--- src/rtl/alu_types_pkg.sv ---
// Shared types and constants for the ALU-side execution units.
// Holds the divider state encoding and the divide-by-zero quotient pattern.
package alu_types_pkg;

  typedef enum logic [1:0] {
    S_IDLE = 2'd0,
    S_RUN  = 2'd1,
    S_DONE = 2'd2
  } div_state_t;

  localparam int unsigned MAX_W = 64;

  // All-ones pattern of the requested width, right-aligned in a MAX_W word.
  function automatic logic [MAX_W-1:0] div_zero_quotient(input int unsigned width);
    return {MAX_W{1'b1}} >> (MAX_W - width);
  endfunction

endpackage

--- src/rtl/adder_n.sv ---
// Plain N-bit ripple-style adder with carry in and carry out.
// The divider uses it as a subtractor by feeding the inverted divisor and c_in=1.
module adder_n #(
  parameter int N = 33
) (
  input  logic [N-1:0] a,
  input  logic [N-1:0] b,
  input  logic         c_in,
  output logic [N-1:0] sum,
  output logic         c_out
);

  // Full-width sum; the extra top bit is the carry out.
  assign {c_out, sum} = {1'b0, a} + {1'b0, b} + {{N{1'b0}}, c_in};

endmodule

--- src/rtl/divider_seq.sv ---
// Multi-cycle unsigned restoring divider, one quotient bit per clock,
// with valid/ready handshakes on operands and results.
module divider_seq
  import alu_types_pkg::*;
#(
  parameter int N = 32
) (
  input  logic         clk,
  input  logic         rst,
  input  logic         i_valid,
  output logic         i_ready,
  input  logic [N-1:0] dividend,
  input  logic [N-1:0] divisor,
  output logic         o_valid,
  input  logic         o_ready,
  output logic [N-1:0] quotient,
  output logic [N-1:0] remainder,
  output logic         div_by_zero
);

  localparam int CNT_W = $clog2(N);
  localparam logic [CNT_W-1:0] LAST_CNT = CNT_W'(N - 1);
  localparam logic [N-1:0] DIV_ZERO_QUOTIENT = N'(div_zero_quotient(N));

  div_state_t     state;
  div_state_t     state_next;
  logic [N-1:0]   q_reg;
  logic [N:0]     r_reg;
  logic [N-1:0]   divisor_reg;
  logic [CNT_W-1:0] cnt;
  logic [N:0]     shifted;
  logic [N:0]     divisor_inv;
  logic [N:0]     trial;
  logic           no_borrow;
  logic [N-1:0]   q_next;
  logic [N:0]     r_next;
  logic           divisor_zero;
  logic           last_iter;
  logic           unused_r_msb;

  assign i_ready      = (state == S_IDLE);
  assign o_valid      = (state == S_DONE);
  assign divisor_zero = (divisor == {N{1'b0}});
  assign last_iter    = (cnt == LAST_CNT);
  assign shifted      = {r_reg[N-1:0], q_reg[N-1]};
  assign divisor_inv  = ~{1'b0, divisor_reg};
  // The restored remainder is always below the divisor, so its top bit never feeds back.
  assign unused_r_msb = r_reg[N];

  adder_n #(
    .N(N + 1)
  ) u_trial (
    .a    (shifted),
    .b    (divisor_inv),
    .c_in (1'b1),
    .sum  (trial),
    .c_out(no_borrow)
  );

  // Keep the trial difference when it did not borrow, else restore the shifted value.
  always_comb begin
    r_next = shifted;
    q_next = {q_reg[N-2:0], 1'b0};
    if (no_borrow) begin
      r_next = trial;
      q_next = {q_reg[N-2:0], 1'b1};
    end else begin
      r_next = shifted;
      q_next = {q_reg[N-2:0], 1'b0};
    end
  end

  // Next-state decode.
  always_comb begin
    state_next = state;
    case (state)
      S_IDLE: begin
        if (i_valid) begin
          if (divisor_zero) begin
            state_next = S_DONE;
          end else begin
            state_next = S_RUN;
          end
        end else begin
          state_next = S_IDLE;
        end
      end
      S_RUN: begin
        if (last_iter) begin
          state_next = S_DONE;
        end else begin
          state_next = S_RUN;
        end
      end
      S_DONE: begin
        if (o_ready) begin
          state_next = S_IDLE;
        end else begin
          state_next = S_DONE;
        end
      end
      default: state_next = S_IDLE;
    endcase
  end

  // State register.
  always_ff @(posedge clk) begin
    if (rst) begin
      state <= S_IDLE;
    end else begin
      state <= state_next;
    end
  end

  // Datapath and result registers; results only change on entry to DONE.
  always_ff @(posedge clk) begin
    if (rst) begin
      q_reg       <= {N{1'b0}};
      r_reg       <= {(N + 1){1'b0}};
      divisor_reg <= {N{1'b0}};
      cnt         <= {CNT_W{1'b0}};
      quotient    <= {N{1'b0}};
      remainder   <= {N{1'b0}};
      div_by_zero <= 1'b0;
    end else begin
      case (state)
        S_IDLE: begin
          if (i_valid) begin
            if (divisor_zero) begin
              quotient    <= DIV_ZERO_QUOTIENT;
              remainder   <= dividend;
              div_by_zero <= 1'b1;
            end else begin
              divisor_reg <= divisor;
              q_reg       <= dividend;
              r_reg       <= {(N + 1){1'b0}};
              cnt         <= {CNT_W{1'b0}};
            end
          end
        end
        S_RUN: begin
          q_reg <= q_next;
          r_reg <= r_next;
          cnt   <= cnt + 1'b1;
          if (last_iter) begin
            quotient    <= q_next;
            remainder   <= r_next[N-1:0];
            div_by_zero <= 1'b0;
          end
        end
        default: begin
        end
      endcase
    end
  end

endmodule

--- config.mk ---
export PLATFORM = sky130hd
export DESIGN_NAME = divider_seq
export DESIGN_NICKNAME = d
export VERILOG_FILES = /design/src/rtl/alu_types_pkg.sv /design/src/rtl/adder_n.sv /design/src/rtl/divider_seq.sv
export SDC_FILE = /design/constraint.sdc
export NUM_CORES = 1
export LEC_CHECK = 0
export ABC_AREA = 0
export BUFFER_PORTS_ARGS = -buffer_cell sky130_fd_sc_hd__buf_4
export CAP_MARGIN = 20
export CELL_PAD_IN_SITES_DETAIL_PLACEMENT = 0
export CELL_PAD_IN_SITES_GLOBAL_PLACEMENT = 1
export CORE_ASPECT_RATIO = 1.75
export CORE_UTILIZATION = 36
export CTS_CLUSTER_DIAMETER = 30
export DETAILED_ROUTE_END_ITERATION = 6
export PLACE_DENSITY = 0.71
export SYNTH_ARGS = -nofsm -noshare
export SYNTH_HDL_FRONTEND = slang
export SYNTH_SLANG_ARGS = --single-unit
--- constraint.sdc ---
create_clock -name clk -period 3.45 [get_ports clk]
set_clock_uncertainty 0.2 [all_clocks]
set_input_delay 1.035 -clock clk [delete_from_list [all_inputs] [get_ports clk]]
set_output_delay 1.035 -clock clk [all_outputs]
set_load 0.03 [all_outputs]
Word-level counts from Yosys, hierarchy flattened
Cells that the tools add are included.
Widths: inputs -> output; s select.
{"block": "op_classes", "n_addsub": 3, "eq_ne": 7, "muxes": 28, "n_bitwise": 2, "reduce_logical": 6}
{"operator": "$mux 32", "count": 11}
{"operator": "$pmux 32 s2", "count": 4}
{"operator": "$add 33x33->34", "count": 1}
{"operator": "$add 34x1->34 const B", "count": 1}
{"operator": "$not 32->33", "count": 1}
{"operator": "$logic_not 32->1", "count": 1}
{"operator": "$mux 5", "count": 2}
{"operator": "$pmux 5 s2", "count": 1}
{"operator": "$mux 2", "count": 4}
{"operator": "$ne 2x2->1 const B", "count": 3}
{"operator": "$pmux 2 s3", "count": 1}
{"operator": "$reduce_and 3->1", "count": 2}
{"operator": "$add 5x1->5 const B", "count": 1}
{"operator": "$eq 5x5->1 const B", "count": 1}
{"operator": "$mux 1", "count": 4}
{"operator": "$reduce_and 4->1", "count": 1}
{"operator": "$eq 2x1->1 const B", "count": 1}
{"operator": "$eq 2x2->1 const B", "count": 1}
{"operator": "$logic_not 2->1", "count": 1}
{"operator": "$ne 2x1->1 const B", "count": 1}
{"operator": "$pmux 1 s2", "count": 1}
{"operator": "$reduce_bool 2->1", "count": 1}
{"operator": "$not 1->1", "count": 1}
{"block": "totals", "register_bits": 168, "in_bits": 68}

Longest topological paths before layout
{"block": "depth", "depth_word": 6, "depth_mapped": 15, "depth_no_buf": 13}

Cells and area by module
Synthesis repeated with hierarchy kept, for this count alone.
{"block": "hier_totals", "hier_cells": 1125, "area_unflattened_um2": 9247.6}
{"module": "divider_seq", "n_inst": 1, "cells_per_inst": 833, "area_each_um2": 7148.1}
{"module": "adder_n", "n_inst": 1, "cells_per_inst": 292, "area_each_um2": 2099.5}

Worst setup path before layout
Ideal clock, no wire load.
{"block": "synth_timing", "kind": "input to register", "from": "in divisor[24]", "to": "reg remainder[20]", "t_arrival_ns": 2.849, "required_time_ns": 3.162, "setup_slack_ns": 0.313, "cell_stages": 10, "path_cell_list": "nor4_1 -> nand4_1 -> nor2_1 -> nand2_1 -> o21ai_0 -> nor2b_1 -> clkbuf_1 -> clkbuf_1 -> nor2_1 -> a311oi_2"}
{"block": "synth_between", "elab_chain_cells": 3}
{"element": "from (decl)", "line": "divider_seq.sv:13", "source": "input logic [N-1:0] divisor,"}
{"element": "$logic_not 32->1", "line": "divider_seq.sv:43", "source": "assign divisor_zero = (divisor == {N{1'b0}});"}
{"element": "$ne 2x1->1 (no line)"}
{"element": "$reduce_and 4->1 (no line)"}
{"element": "to (signal assigned)", "line": "divider_seq.sv:123", "source": "remainder <= {N{1'b0}};"}
{"element": "to (signal assigned)", "line": "divider_seq.sv:131", "source": "remainder <= dividend;"}
{"element": "to (signal assigned)", "line": "divider_seq.sv:147", "source": "remainder <= r_next[N-1:0];"}
{"element": "to (decl)", "line": "divider_seq.sv:17", "source": "output logic [N-1:0] remainder,"}
No other way between the ends.
A chain may end at the register's enable or synchronous reset.

Worst setup path after layout
{"block": "layout_timing", "from": "reg divisor_reg[16]", "to": "reg remainder[15]"}
{"block": "layout_between", "elab_chain_cells": 6}
{"element": "from (decl)", "line": "divider_seq.sv:29", "source": "logic [N-1:0] divisor_reg;"}
{"element": "from (signal assigned)", "line": "divider_seq.sv:120", "source": "divisor_reg <= {N{1'b0}};"}
{"element": "from (signal assigned)", "line": "divider_seq.sv:134", "source": "divisor_reg <= divisor;"}
{"element": "$not 32->33", "line": "divider_seq.sv:46", "source": "assign divisor_inv = ~{1'b0, divisor_reg};"}
{"element": "$add 33x33->34", "line": "adder_n.sv:14", "source": "assign {c_out, sum} = {1'b0, a} + {1'b0, b} + {{N{1'b0}}, c_in};"}
{"element": "$add 34x1->34", "line": "adder_n.sv:14"}
{"element": "$mux 32", "line": "divider_seq.sv:64", "source": "if (no_borrow) begin"}
{"element": "$mux 32", "line": "divider_seq.sv:145", "source": "if (last_iter) begin"}
{"element": "$pmux 32 s2", "line": "divider_seq.sv:126", "source": "case (state)"}
No other way between the ends. The select of a mux whose other input is x is not followed.

==> run summary <==
* 0.06 ns — clock-pin slew of the registers on the worst-case setup and hold paths
* 0 — number of antenna diodes
* 5.25 — ratio of routed vias to standard cells
* sky130_fd_sc_hd__a2111o_2 — slowest stage cell, crit path
* 0 ns — setup TNS
* true — unrepaired setup endpoints after global routing
* 73 — floorplan row count
* 1178 — post-synth net total
* built — clock tree from TritonCTS
* sky130_fd_sc_hd__dfxtp_1 — post-synth top area cell
* 1478 — number of placed instances, taps included
* 10800 um^2 — final cell area excluding filler cells
* 7 — highest fanout seen on the critical path
* 39.7% — post-synthesis sequential area ratio
* 3.57 ns — required time at the worst-slack endpoint
* 3.33 ns — final critical delay including setup and external delays
* reg -> reg — classification of the worst-slack hold path
* sky130_fd_sc_hd__nand2_1, sky130_fd_sc_hd__dfxtp_1, sky130_fd_sc_hd__nor2_1 — commonest cells in the netlist
* 18200 um — DPL Wire Length
* 16.4 um — routed wirelength normalized by instance count
* 134 — Buffers on Ports
* 0.61 ns — maximum cell stage delay along the critical path
* 168 — clock sink count
* 0 — fin. max-slew vios
* 118 um — horizontal die dimension
* 0 — global route total overflow
* 0 — number of warnings printed during yosys synthesis
* 205 um — height of the die
* register — element type at the critical path start
* 7 — router iterations before antenna repair
* 24200 um^2 — full die area
* 0% — share of async-settable or async-resettable flops after synthesis
* 0 — DRC violation count after routing
* 39500 um — global-route wire length before repair
* 61 — Netlist cell types
* sky130_fd_sc_hd__nand2_1 — cell with the most instances after synthesis
* 3.44 ns — worst path arrival time
* 0 — number of antenna violations at the first check in global routing
* 22900 um^2 — area of the core region
* finished, final reports clean — run status
* 65.5% — Max transition margin
* 37.0% — starting density of the core
* 0.518 ns — transition time at the pin with the least slew margin
* 4 — number of levels the H-tree was split into
* 1303 — number of nets in the layout
* 17 — number of buffers inserted during clock tree synthesis
* inv_1 > ha_1 > buf_4 > nand2_1 > o211ai_1 > a311oi_4 > o21ai_2 > a2111o_2 > buf_12 > mux2_1 > nand2_1 > a311oi_2 — crit-path cells
* 7.88 um^2 — syn_area_per_cell
* sky130_fd_sc_hd__nand2_1 — cell repeated most along the worst path
* 21.7% — share of final-layout standard cells stronger than drive strength 1
* 2368 — number of filler cells placed in the layout
* 7945 — DR vias
* 96.4% — final clock period utilization by the worst path
* 0.253 ns — Hold Slack
* 0.369 mV — highest ir drop seen on vdd
* 36.9% — met2 Resource Use GR
* 431 — Iter 0 DRT Violations
* sky130_fd_sc_hd__dfxtp_1 — top_reg_cell synth
* met2 — busiest metal layer after global routing
* 1075 — synthesized instance count
* 2 — maximum root-to-sink buffer count
* 0 — number of nets with antenna violations after routing
* 168 — number of register bits inferred by synthesis
* 3.31% — global-route track usage on met3
* 815 nW/um^2 — power per cell area
* 135 — I/O pin total
* 4.41 nW — Leakage
* register — element type at the critical path end
* 39.7% — area share of the largest cell type after synthesis
* 0 — number of hold violations in the final report
* 0 — max-cap viol count
* sky130_fd_sc_hd__clkbuf_16 — Clock Tree Root
* 20.6% — total global routing track utilization
* reg -> reg — kind of critical path
* 301 MHz — Max Freq
* 77 — maximum number of pins on one net before global-route repair
* 24900 um — total wirelength of the detailed-routed design
* 7588 — number of global-route vias before repair
* 9990 um^2 — area post-placement
* 0.44 ns — worst-skew pair later-pin latency
* sky130_fd_sc_hd__dfxtp_1, sky130_fd_sc_hd__nand2_1, sky130_fd_sc_hd__nor2_1 — top post-synthesis cells by area
* 0.858 — final weighted congestion in routability-driven placement
* 8480 um^2 — Post-Synthesis Cell Area
* 0 — number of synthesized flops with an enable pin
* 0 — number of failing setup endpoints in the final timing report
* 27.6% — synthesis-to-layout area growth
* 24.3% — met1 usage in global routing
* 1513 — Cell Count, Final, Fillers Out
==> worst max-delay path, delay by kind of cell (launching register included) <==
kind                       cells  cell delay, ns
buffers and inverters          3            0.40
muxes                          1            0.31
and+or+nand+nor                2            0.25
DFF                            1            0.34
adders and majority gates      1            0.30
AOI/OAI and AO/OA              5            1.41
==> where the power goes <==
group	leakage, nW	total (mW)	switching, mW	internal, mW
clock network	0.302	2.12	0.794	1.32
logic	2.74	4.44	2.38	2.06
registers	1.37	2.25	0.148	2.11
total	4.41	8.81	3.32	5.49
==> cell families (layout without fill, tap and decap cells) <==
logic type               Yosys count  count (layout)  synth area share (%)
multiplexers                      25              25                  3.22
adder cells (fa/ha/maj)           35              35                  5.26
XOR/XNOR                          27              27                  2.79
flip-flops                       168             168                  39.7
AND/OR/NAND/NOR                  442             442                  22.0
buffers and inverters            121             259                  5.90
AO/OA/AOI/OAI                    257             257                  21.2
==> metal layers <==
metal | part of all wire, % | wire, um
met4 | 2.0 | 509
met5 | 0 | 0
met1 | 43 | 10700
met2 | 52 | 13000
met3 | 2.9 | 718
==> through the flow <==
step	total power [mW]	util [%]	setup slack, ns
final	8.81	47.2	0.125
after global placement	6.32	43.6	-0.0164
after detailed placement	6.34	43.6	-0.0287
after CTS	8.47	46.4	0.0457
after global routing	9.36	47.2	-0.0399
after floorplan	5.27	-	0.313
==> worst paths after layout <==
path,to,from,slack (ns),depth (start not counted)
setup / recovery,remainder[15],divisor_reg[16],0.12,12
hold / removal,divisor_reg[21],divisor_reg[21],0.25,2
hold reg to reg,divisor_reg[21],divisor_reg[21],0.25,2
setup reg to reg,remainder[15],divisor_reg[16],0.12,12
==> cell usage in the layout, fill, tap and decap left out, types with 5 or more instances in the layout <==
cell type and count:
sky130_fd_sc_hd__a211oi_1 5, sky130_fd_sc_hd__a21o_1 13, sky130_fd_sc_hd__a21oi_1 90, sky130_fd_sc_hd__a21oi_2 6
sky130_fd_sc_hd__a311oi_1 49, sky130_fd_sc_hd__a311oi_2 6, sky130_fd_sc_hd__a31oi_1 5, sky130_fd_sc_hd__buf_12 7
sky130_fd_sc_hd__buf_4 175, sky130_fd_sc_hd__bufinv_16 5, sky130_fd_sc_hd__clkbuf_1 6, sky130_fd_sc_hd__clkbuf_16 19
sky130_fd_sc_hd__dfxtp_1 165, sky130_fd_sc_hd__ha_1 31, sky130_fd_sc_hd__inv_1 41, sky130_fd_sc_hd__mux2_1 13
sky130_fd_sc_hd__mux2_2 5, sky130_fd_sc_hd__mux2i_1 7, sky130_fd_sc_hd__nand2_1 172, sky130_fd_sc_hd__nand3_1 39
sky130_fd_sc_hd__nand4_1 6, sky130_fd_sc_hd__nor2_1 150, sky130_fd_sc_hd__nor3_1 41, sky130_fd_sc_hd__nor4_1 8
sky130_fd_sc_hd__o211ai_1 7, sky130_fd_sc_hd__o21a_1 7, sky130_fd_sc_hd__o21ai_0 23, sky130_fd_sc_hd__o21bai_1 5
sky130_fd_sc_hd__o31ai_1 6, sky130_fd_sc_hd__or3_1 5, sky130_fd_sc_hd__xnor2_1 17, sky130_fd_sc_hd__xor2_1 10
==> repair_timing <==
| item | in CTS | in global routing |
|---|---|---|
| pin swaps | 1 | 17 |
| gates resized for setup | 1 | 32 |
| setup buffers | 0 | 1 |
| gates cloned | 0 | 2 |
| endpoints found under the setup margin | 3 | 34 |
| hold buffers | 0 | 0 |
==> layout make-up <==
type                       instances  area [um^2]  share of cell area [%]
sequential                       168         3370                    31.1
clock inverter                     7          165                    1.53
tap                              300          375                    3.47
inverter                          42          158                    1.46
clock buffer                      25          475                    4.40
timing repair buffer             185         1520                    14.0
multi-input combinational        786         4760                    44.0
Power figures use the tool's default switching activity.
